<file path="src/rtl/rr_arbiter4_pkg.sv">
// rtl/rr_arbiter4_pkg.sv - shared types, constants and helpers for the rr_arbiter4 slice
package rr_arbiter4_pkg;

  localparam int NUM_REQ = 4;

  typedef enum logic {
    ST_IDLE = 1'b0,
    ST_BUSY = 1'b1
  } state_e;

  // The 4:1 select cell numbers its inputs with the index bits swapped.
  function automatic logic [1:0] sel_encode(input logic [1:0] idx);
    return {idx[0], idx[1]};
  endfunction

  function automatic logic [NUM_REQ-1:0] idx_to_onehot(input logic [1:0] idx);
    logic [NUM_REQ-1:0] oh;
    oh = '0;
    oh[idx] = 1'b1;
    return oh;
  endfunction

endpackage

</file>
<file path="src/rtl/rr_pick4.sv">
// rtl/rr_pick4.sv - combinational round-robin search over four requests with an exclude mask
module rr_pick4
  import rr_arbiter4_pkg::*;
(
  input  logic [NUM_REQ-1:0] req,
  input  logic [1:0]         ptr,
  input  logic [NUM_REQ-1:0] excl,
  output logic               found,
  output logic [1:0]         winner
);

  // First eligible requester in the order ptr, ptr+1, ptr+2, ptr+3 (mod 4).
  always_comb begin
    logic [1:0] cand;
    found  = 1'b0;
    winner = ptr;
    cand   = ptr;
    for (int i = 0; i < NUM_REQ; i++) begin
      cand = ptr + 2'(i);
      if (!found && req[cand] && !excl[cand]) begin
        found  = 1'b1;
        winner = cand;
      end
    end
  end

endmodule

</file>
<file path="src/rtl/rr_arbiter4.sv">
// rtl/rr_arbiter4.sv - four-client round-robin arbiter with bounded hold and registered grants
module rr_arbiter4
  import rr_arbiter4_pkg::*;
#(
  parameter int HOLD_MAX = 8
) (
  input  logic               clk,
  input  logic               rst_n,
  input  logic [NUM_REQ-1:0] req,
  output logic [NUM_REQ-1:0] gnt,
  output logic               gnt_valid,
  output logic [1:0]         gnt_idx,
  output logic [1:0]         mux_sel
);

  localparam logic [7:0] HOLD_SAT  = 8'(HOLD_MAX);
  localparam logic [7:0] HOLD_LAST = 8'(HOLD_MAX - 1);

  state_e             state_q, state_d;
  logic [NUM_REQ-1:0] gnt_q, gnt_d;
  logic               valid_q, valid_d;
  logic [1:0]         idx_q, idx_d;
  logic [1:0]         mux_q, mux_d;
  logic [1:0]         ptr_q, ptr_d;
  logic [7:0]         hold_q, hold_d;

  logic [NUM_REQ-1:0] excl_mask;
  logic               pick_found;
  logic [1:0]         pick_winner;
  logic               holder_req;

  // While busy the current holder is masked out; on release its request is
  // already low, so the same search serves both release and preemption.
  assign excl_mask  = (state_q == ST_BUSY) ? idx_to_onehot(idx_q) : '0;
  assign holder_req = req[idx_q];

  rr_pick4 u_pick (
    .req    (req),
    .ptr    (ptr_q),
    .excl   (excl_mask),
    .found  (pick_found),
    .winner (pick_winner)
  );

  // Next-state: fresh grant, handover on release, preemption, or hold.
  always_comb begin
    logic grant_new;
    state_d   = state_q;
    gnt_d     = gnt_q;
    valid_d   = valid_q;
    idx_d     = idx_q;
    mux_d     = mux_q;
    ptr_d     = ptr_q;
    hold_d    = hold_q;
    grant_new = 1'b0;

    case (state_q)
      ST_IDLE: begin
        grant_new = pick_found;
      end
      ST_BUSY: begin
        // ">=" rather than "==" so a holder that saturated while uncontended
        // is still handed over as soon as a competitor shows up.
        if ((!holder_req || hold_q >= HOLD_LAST) && pick_found) begin
          grant_new = 1'b1;
        end else if (!holder_req) begin
          state_d = ST_IDLE;
          gnt_d   = '0;
          valid_d = 1'b0;
        end else if (hold_q < HOLD_SAT) begin
          hold_d = hold_q + 8'd1;
        end
      end
      default: begin
        state_d = ST_IDLE;
        gnt_d   = '0;
        valid_d = 1'b0;
      end
    endcase

    if (grant_new) begin
      state_d = ST_BUSY;
      gnt_d   = idx_to_onehot(pick_winner);
      valid_d = 1'b1;
      idx_d   = pick_winner;
      mux_d   = sel_encode(pick_winner);
      ptr_d   = pick_winner + 2'd1;
      hold_d  = 8'd0;
    end
  end

  // State and output registers; reset clears the grant immediately.
  always_ff @(posedge clk or negedge rst_n) begin
    if (!rst_n) begin
      state_q <= ST_IDLE;
      gnt_q   <= '0;
      valid_q <= 1'b0;
      idx_q   <= 2'b00;
      mux_q   <= 2'b00;
      ptr_q   <= 2'b00;
      hold_q  <= 8'd0;
    end else begin
      state_q <= state_d;
      gnt_q   <= gnt_d;
      valid_q <= valid_d;
      idx_q   <= idx_d;
      mux_q   <= mux_d;
      ptr_q   <= ptr_d;
      hold_q  <= hold_d;
    end
  end

  assign gnt       = gnt_q;
  assign gnt_valid = valid_q;
  assign gnt_idx   = idx_q;
  assign mux_sel   = mux_q;

endmodule
</file>
<file path="config.mk">
export PLATFORM = sky130hd
export DESIGN_NAME = rr_arbiter4
export DESIGN_NICKNAME = d
export VERILOG_FILES = /design/src/rtl/rr_arbiter4_pkg.sv /design/src/rtl/rr_pick4.sv /design/src/rtl/rr_arbiter4.sv
export SDC_FILE = /design/constraint.sdc
export NUM_CORES = 1
export LEC_CHECK = 0
export BUFFER_PORTS_ARGS = -buffer_cell sky130_fd_sc_hd__buf_2
export CAP_MARGIN = 20
export CORE_MARGIN = 8
export CORE_UTILIZATION = 50
export CTS_CLUSTER_DIAMETER = 200
export CTS_CLUSTER_SIZE = 28
export DETAILED_ROUTE_END_ITERATION = 7
export GPL_ROUTABILITY_DRIVEN = 0
export PLACE_DENSITY = 0.73
export RECOVER_POWER = 25
export SETUP_SLACK_MARGIN = 0.2
export SYNTH_ARGS = -nofsm -noshare
export SYNTH_HDL_FRONTEND = slang
export SYNTH_SLANG_ARGS = --single-unit
</file>
<file path="constraint.sdc">
create_clock -name clk -period 1.8 [get_ports clk]
set_input_delay 0.36 -clock clk [delete_from_list [all_inputs] [get_ports clk]]
set_output_delay 0.36 -clock clk [all_outputs]
set_load 0.02 [all_outputs]
</file>
==> results.json, run 1 <==
{
  "finalMaxSlewViolations": 0,
  "crit_buf_inv": 0,
  "portBuffers": 14,
  "power.switching_uw": 1330,
  "finalHoldViolations": 0,
  "grt_start_max_net_pins": 19,
  "clock_latency_ps": 290,
  "arrival_ps": 2070,
  "end_kind": "flop",
  "min-delay-start": "gnt[1]$_DFFE_PN0P_",
  "rsz0062_at_grt": "yes",
  "path_clk_slew_ps": 100,
  "swShare": 0.427,
  "r2r_setup_slack_ps": -90,
  "synth_ff_type": "dfrtp_1",
  "start_kind": "flop",
  "setup_ws_ps": -86.6,
  "violations": "negative setup slack",
  "drive_gt1_frac": 0.554,
  "r2r_start": "mux_sel[0]$_DFFE_PN0P_",
  "power_frac_comb": 0.707,
  "sequentialPowerShare": 0.231,
  "wire_per_inst_um": 17.2,
  "ys_warn_count": 0,
  "num_vias": 995,
  "async_reset_ff_frac": 1.00,
  "crit_start": "mux_sel[0]$_DFFE_PN0P_",
  "gr-total-overflow": 0,
  "post_drt_via_cell_ratio": 5.65,
  "cp_slowest_cell": "dfrtp_2",
  "antennaDiodeCount": 0,
  "core_region_area_um2": 2170,
  "row_count": 17,
  "fmax_ghz": 0.530,
  "finalNonFillerCells": 176,
  "dp_hpwl_mm": 2.02,
  "path_cells": "nand3b_4, a2111oi_4, a21oi_2, and3_4, ha_4, mux2_4",
  "die_h_um": 63.5,
  "required_ps": 1980,
  "first_global_vias": 1046,
  "yosysSeqAreaShare": 0.400,
  "place_area_um2": 1380,
  "postLayoutCellArea_um2": 1640,
  "ioPinCount": 15,
  "start_util": 0.519,
  "power.density_nw_per_um2": 1900,
  "max_stage_delay_ps": 480,
  "cts-root-buf": "clkbuf_4",
  "critical-path-top-delay-family": "flip-flops",
  "crit_fanout": 6,
  "finalSetupViolations": 8,
  "peakVddDrop_uv": 1260,
  "drc_errors": 0,
  "cts_tree": "done",
  "synth_cell_types": 44,
  "antenna_found_initial": 0,
  "ant_nets": 0,
  "dp.cells": 163,
  "fin_setup_tns_ps": -456,
  "p_leak_uw": 0.000759,
  "finalClockSkew_ps": 7.83,
  "p_clk_frac": 0.062,
  "worstMarginPinSlew_ps": 960,
  "avgSynthCellArea_um2": 10.5,
  "numCtsBuffers": 3,
  "synthCells": 107,
  "die_x_um": 63.5,
  "grtUsageTotal": 0.144,
  "hold_class": "flop to flop",
  "internal_power_uw": 1790,
  "wl_mm": 3.03,
  "die_area_um2": 4030,
  "synth_edf_count": 0,
  "grt_pass1_wl_mm": 4.84,
  "ys_ff_latch": 18,
  "final_nets": 161,
  "cts.sinks": 18,
  "drtIter0Drc": 16,
  "outcome": "finished, violations left",
  "cts_max_level": 1,
  "fin_crit_ps": 1890,
  "crit_type": "flop to flop",
  "finalCritPeriodShare": 1.05,
  "syn_to_final_growth_pct": 45.9,
  "cts_buffer_depth": 2,
  "syn-cell-area_um2": 1130,
  "drv_cap": 0,
  "dr.pass1.iters": 4,
  "synth_fp_nets": 118,
  "max_slew_margin": 0.360
}
## synth_stat cells (2+ instances only)
cell type | instances | area, um2
dfrtp_1 | 18 | 450
inv_1 | 8 | 30.0
nor2_1 | 6 | 22.5
a21oi_1 | 5 | 25.0
a22o_1 | 5 | 43.8
and3_1 | 5 | 31.3
ha_1 | 5 | 62.6
buf_4 | 4 | 30.0
nor3_1 | 4 | 20.0
o21ai_0 | 4 | 20.0
mux2_2 | 3 | 33.8
nand2_1 | 3 | 11.3
mux2i_1 | 2 | 20.0
nand3_1 | 2 | 10.0
nand3_2 | 2 | 20.0
o21ai_1 | 2 | 10.0
or2_2 | 2 | 12.5
## registers in the layout (all words and copies together) (netlist names)
| name | cells |
|---|---|
| gnt | 4 |
| gnt_idx | 1 |
| gnt_valid | 1 |
| hold_q | 8 |
| mux_sel | 1 |
| ptr_q | 2 |
| state_q | 1 |
## layer usage
metal | GRT usage | part of all wire | vias up
met3 | 0.0283 | 0.029 | 4
met2 | 0.262 | 0.54 | 13
li1 | - | - | 478
met4 | 0.0306 | 0.0096 | 0
met5 | 0 | 0 | -
met1 | 0.168 | 0.42 | 500
## path summary, 6_finish.rpt
| path | endpoint | cells after the start |
|---|---|---|
| setup / recovery | ptr_q[1]$_DFFE_PN0P_ | 6 |
| hold / removal | gnt[1]$_DFFE_PN0P_ | 1 |
| setup reg to reg | ptr_q[1]$_DFFE_PN0P_ | 6 |
| hold reg to reg | gnt[1]$_DFFE_PN0P_ | 1 |
| max in group asynchronous | mux_sel[0]$_DFFE_PN0P_ | 2 |
| min in group asynchronous | hold_q[6]$_DFFE_PN0P_ | 2 |
## repair_timing
action / in CTS / in global routing
setup endpoints to repair: 15 / 17
buffers inserted: 7 / 2
hold endpoints to repair: 9 / 0
pin swaps: 15 / 5
hold buffers: 1 / 0
gates resized for setup: 16 / 11
## layout make-up
cell class | instances | area [um2]
Multi-Input combinational cell | 76 | 779
Tap cell | 28 | 35.0
Clock buffer | 3 | 22.5
Inverter | 8 | 30.0
Timing Repair Buffer | 43 | 322
Fill cell | 156 | 527
Sequential cell | 18 | 454
## power groups by stage
stage	logic [uW]	clock network [uW]	registers, uW
final	2210	194	723
after global routing	2370	207	738
after CTS	1950	195	689
after detailed placement	1630	0	702
after global placement	1570	0	689
after floorplan	1130	0	708
## cell families (layout without fill, tap and decap cells)
logic type / Yosys count / count (layout) / synth area share
AO/OA/AOI/OAI: 31 / 31 / 0.221
adder cells (fa/ha/maj): 5 / 5 / 0.0556
flip-flops: 18 / 18 / 0.400
multiplexers: 6 / 6 / 0.0578
AND/OR/NAND/NOR: 34 / 34 / 0.202
buffers and inverters: 13 / 54 / 0.0633
## layout by cell type, fill, tap and decap left out, types with 2 or more instances in the layout
cell / synthesis / routed
and3_4: 1 / 2
dfrtp_1: 18 / 15
nor2_1: 6 / 5
nand2_1: 3 / 3
o21ai_0: 4 / 2
nor3_1: 4 / 4
or2_2: 2 / 2
inv_2: 0 / 2
mux2_4: 0 / 3
and3_1: 5 / 4
a22oi_2: 1 / 2
buf_6: 1 / 2
a22o_1: 5 / 5
nor2_4: 1 / 2
a21oi_1: 5 / 4
mux2i_4: 0 / 2
inv_1: 8 / 6
buf_12: 0 / 2
ha_1: 5 / 2
clkbuf_4: 0 / 3
buf_4: 4 / 24
ha_2: 0 / 2
dfrtp_2: 0 / 3
o21ai_1: 2 / 2
nand3_1: 2 / 2
buf_2: 0 / 13
## stage by stage
| stage | util | power (uW) | hold WS, ps | setup slack (ps) |
|---|---|---|---|---|
| 2_1_floorplan | - | 1840 | 64.4 | -106 |
| 3_3_place_gp | 0.634 | 2250 | 310 | -73.7 |
| 3_5_place_dp | 0.634 | 2330 | 307 | -70.2 |
| 4_1_cts | 0.705 | 2830 | 510 | -71.8 |
| 5_1_grt | 0.757 | 3310 | 520 | -144 |
| 6_report | 0.757 | 3130 | 504 | -86.6 |
Power figures use the tool's default switching activity.
==> run 2, diff against run 1 <==
--- a/config.mk
+++ b/config.mk
@@ -7,7 +7,6 @@
 export LEC_CHECK = 0
 export BUFFER_PORTS_ARGS = -buffer_cell sky130_fd_sc_hd__buf_2
 export CAP_MARGIN = 20
-export CORE_MARGIN = 8
 export CORE_UTILIZATION = 50
 export CTS_CLUSTER_DIAMETER = 200
 export CTS_CLUSTER_SIZE = 28
==> results.json, run 2 (same netlist as run 1, synthesis figures left out) <==
{
  "clock_latency_ps": 300,
  "setup_ws_ps": -155,
  "path_clk_slew_ps": 100,
  "dp_hpwl_mm": 1.90,
  "worstMarginPinSlew_ps": 1000,
  "layout_common_cells": "buf_4 (29), dfrtp_1 (15), buf_2 (13), inv_1 (6), a22o_1 (5)",
  "largest_reg_flops": 8,
  "finalClockSkew_ps": 0.875,
  "num_vias": 1080,
  "cts-root-buf": "clkbuf_4",
  "antenna_found_initial": 0,
  "hold_class": "flop to flop",
  "peakVddDrop_uv": 1260,
  "arrival_ps": 2150,
  "cts_buffer_depth": 2,
  "p_leak_uw": 0.000775,
  "fin_crit_ps": 1950,
  "fmax_ghz": 0.512,
  "crit_fanout": 6,
  "numCtsBuffers": 3,
  "antennaDiodeCount": 0,
  "required_ps": 1990,
  "end_kind": "flop",
  "die_h_um": 49.5,
  "dr.pass1.iters": 4,
  "core_region_area_um2": 2040,
  "grt_start_max_net_pins": 19,
  "drive_gt1_frac": 0.558,
  "start_kind": "flop",
  "finalMaxSlewViolations": 0,
  "swShare": 0.440,
  "finalNonFillerCells": 181,
  "dp.cells": 164,
  "row_count": 16,
  "internal_power_uw": 1800,
  "largest_register": "hold_q",
  "max_slew_margin": 0.334,
  "ioPinCount": 15,
  "cts.sinks": 18,
  "drtIter0Drc": 24,
  "violations": "negative setup slack",
  "drc_errors": 0,
  "wire_per_inst_um": 18.8,
  "first_global_vias": 1064,
  "outcome": "finished, violations left",
  "portBuffers": 14,
  "power.switching_uw": 1420,
  "finalCritPeriodShare": 1.09,
  "cts_tree": "done",
  "drv_cap": 0,
  "wl_mm": 3.40,
  "start_util": 0.551,
  "final_common_cell": "buf_4",
  "rsz0062_at_grt": "yes",
  "cts_max_level": 1,
  "gr-total-overflow": 0,
  "crit_type": "flop to flop",
  "power.density_nw_per_um2": 1950,
  "finalHoldViolations": 0,
  "post_drt_via_cell_ratio": 5.97,
  "power_uw": 3220,
  "syn_to_final_growth_pct": 46.7,
  "grt_pass1_wl_mm": 5.22,
  "final_nets": 166,
  "ant_nets": 0,
  "p_clk_frac": 0.079,
  "die_area_um2": 2450,
  "grtUsageTotal": 0.290,
  "die_x_um": 49.5,
  "power_frac_comb": 0.709,
  "finalSetupViolations": 9,
  "sequentialPowerShare": 0.212
}
run 2: per-layer routing:
metal,share of wire,global-route usage
met5,0,0
met4,0.022,0.110
met3,0.046,0.0432
met2,0.51,0.502
met1,0.42,0.364
run 2: per-stage QoR:
step                worst slack (ps)  instance area, um2  TNS (ps)  hold slack (ps)  utilization
floorplan                       -106                1180      -275             64.4            -
global placement               -67.5                1390      -150              305        0.680
detailed placement              -115                1390      -438              315        0.680
CTS                             -105                1570      -314              509        0.770
global route                    -207                1650     -1600              520        0.809
finish                          -155                1650     -1020              506        0.809
run 2: area by class of cell:
type / count / area, um2
clock buffers: 4 / 36.3
inverters: 8 / 30.0
fillers: 126 / 390
repair buffers: 48 / 350
multi-input cells: 76 / 747
well taps: 27 / 33.8
flip-flops and latches: 18 / 454
run 2: path summary, 6_finish.rpt:
path	startpoint	end	slack, ps	cells past startpoint
min	gnt[1]$_DFFE_PN0P_	gnt[1]$_DFFE_PN0P_	510	1
max reg2reg	mux_sel[0]$_DFFE_PN0P_	gnt_idx[0]$_DFFE_PN0P_	-150	8
min reg2reg	gnt[1]$_DFFE_PN0P_	gnt[1]$_DFFE_PN0P_	510	1
min in group asynchronous	rst_n	hold_q[4]$_DFFE_PN0P_	730	2
max in group asynchronous	rst_n	gnt_idx[0]$_DFFE_PN0P_	400	2
max	mux_sel[0]$_DFFE_PN0P_	gnt_idx[0]$_DFFE_PN0P_	-150	8
run 2: worst max-delay path: stages (launching register included):
cell,delay (ps)
dfrtp_2,460
buf_4,170
buf_4,120
buf_4,140
nand2_1,120
o22ai_4,120
a22oi_2,220
buf_4,160
mux2_2,330
run 2: timing repair:
action                                  4_1_cts  5_1_grt
resized for setup                            20        7
pin swaps                                    10        9
gates cloned                                  0        0
endpoints found under the setup margin       15       20
endpoints found under the hold margin        18        0
hold buffers                                  1        0
buffers inserted                              6        6
run 2: power by group through the flow:
stage / Combinational, uW / Sequential, uW / Clock, uW
2_1_floorplan: 1130 / 708 / 0
3_3_place_gp: 1580 / 694 / 0
3_5_place_dp: 1610 / 706 / 0
4_1_cts: 1990 / 673 / 258
5_1_grt: 2440 / 696 / 277
6_report: 2280 / 683 / 254
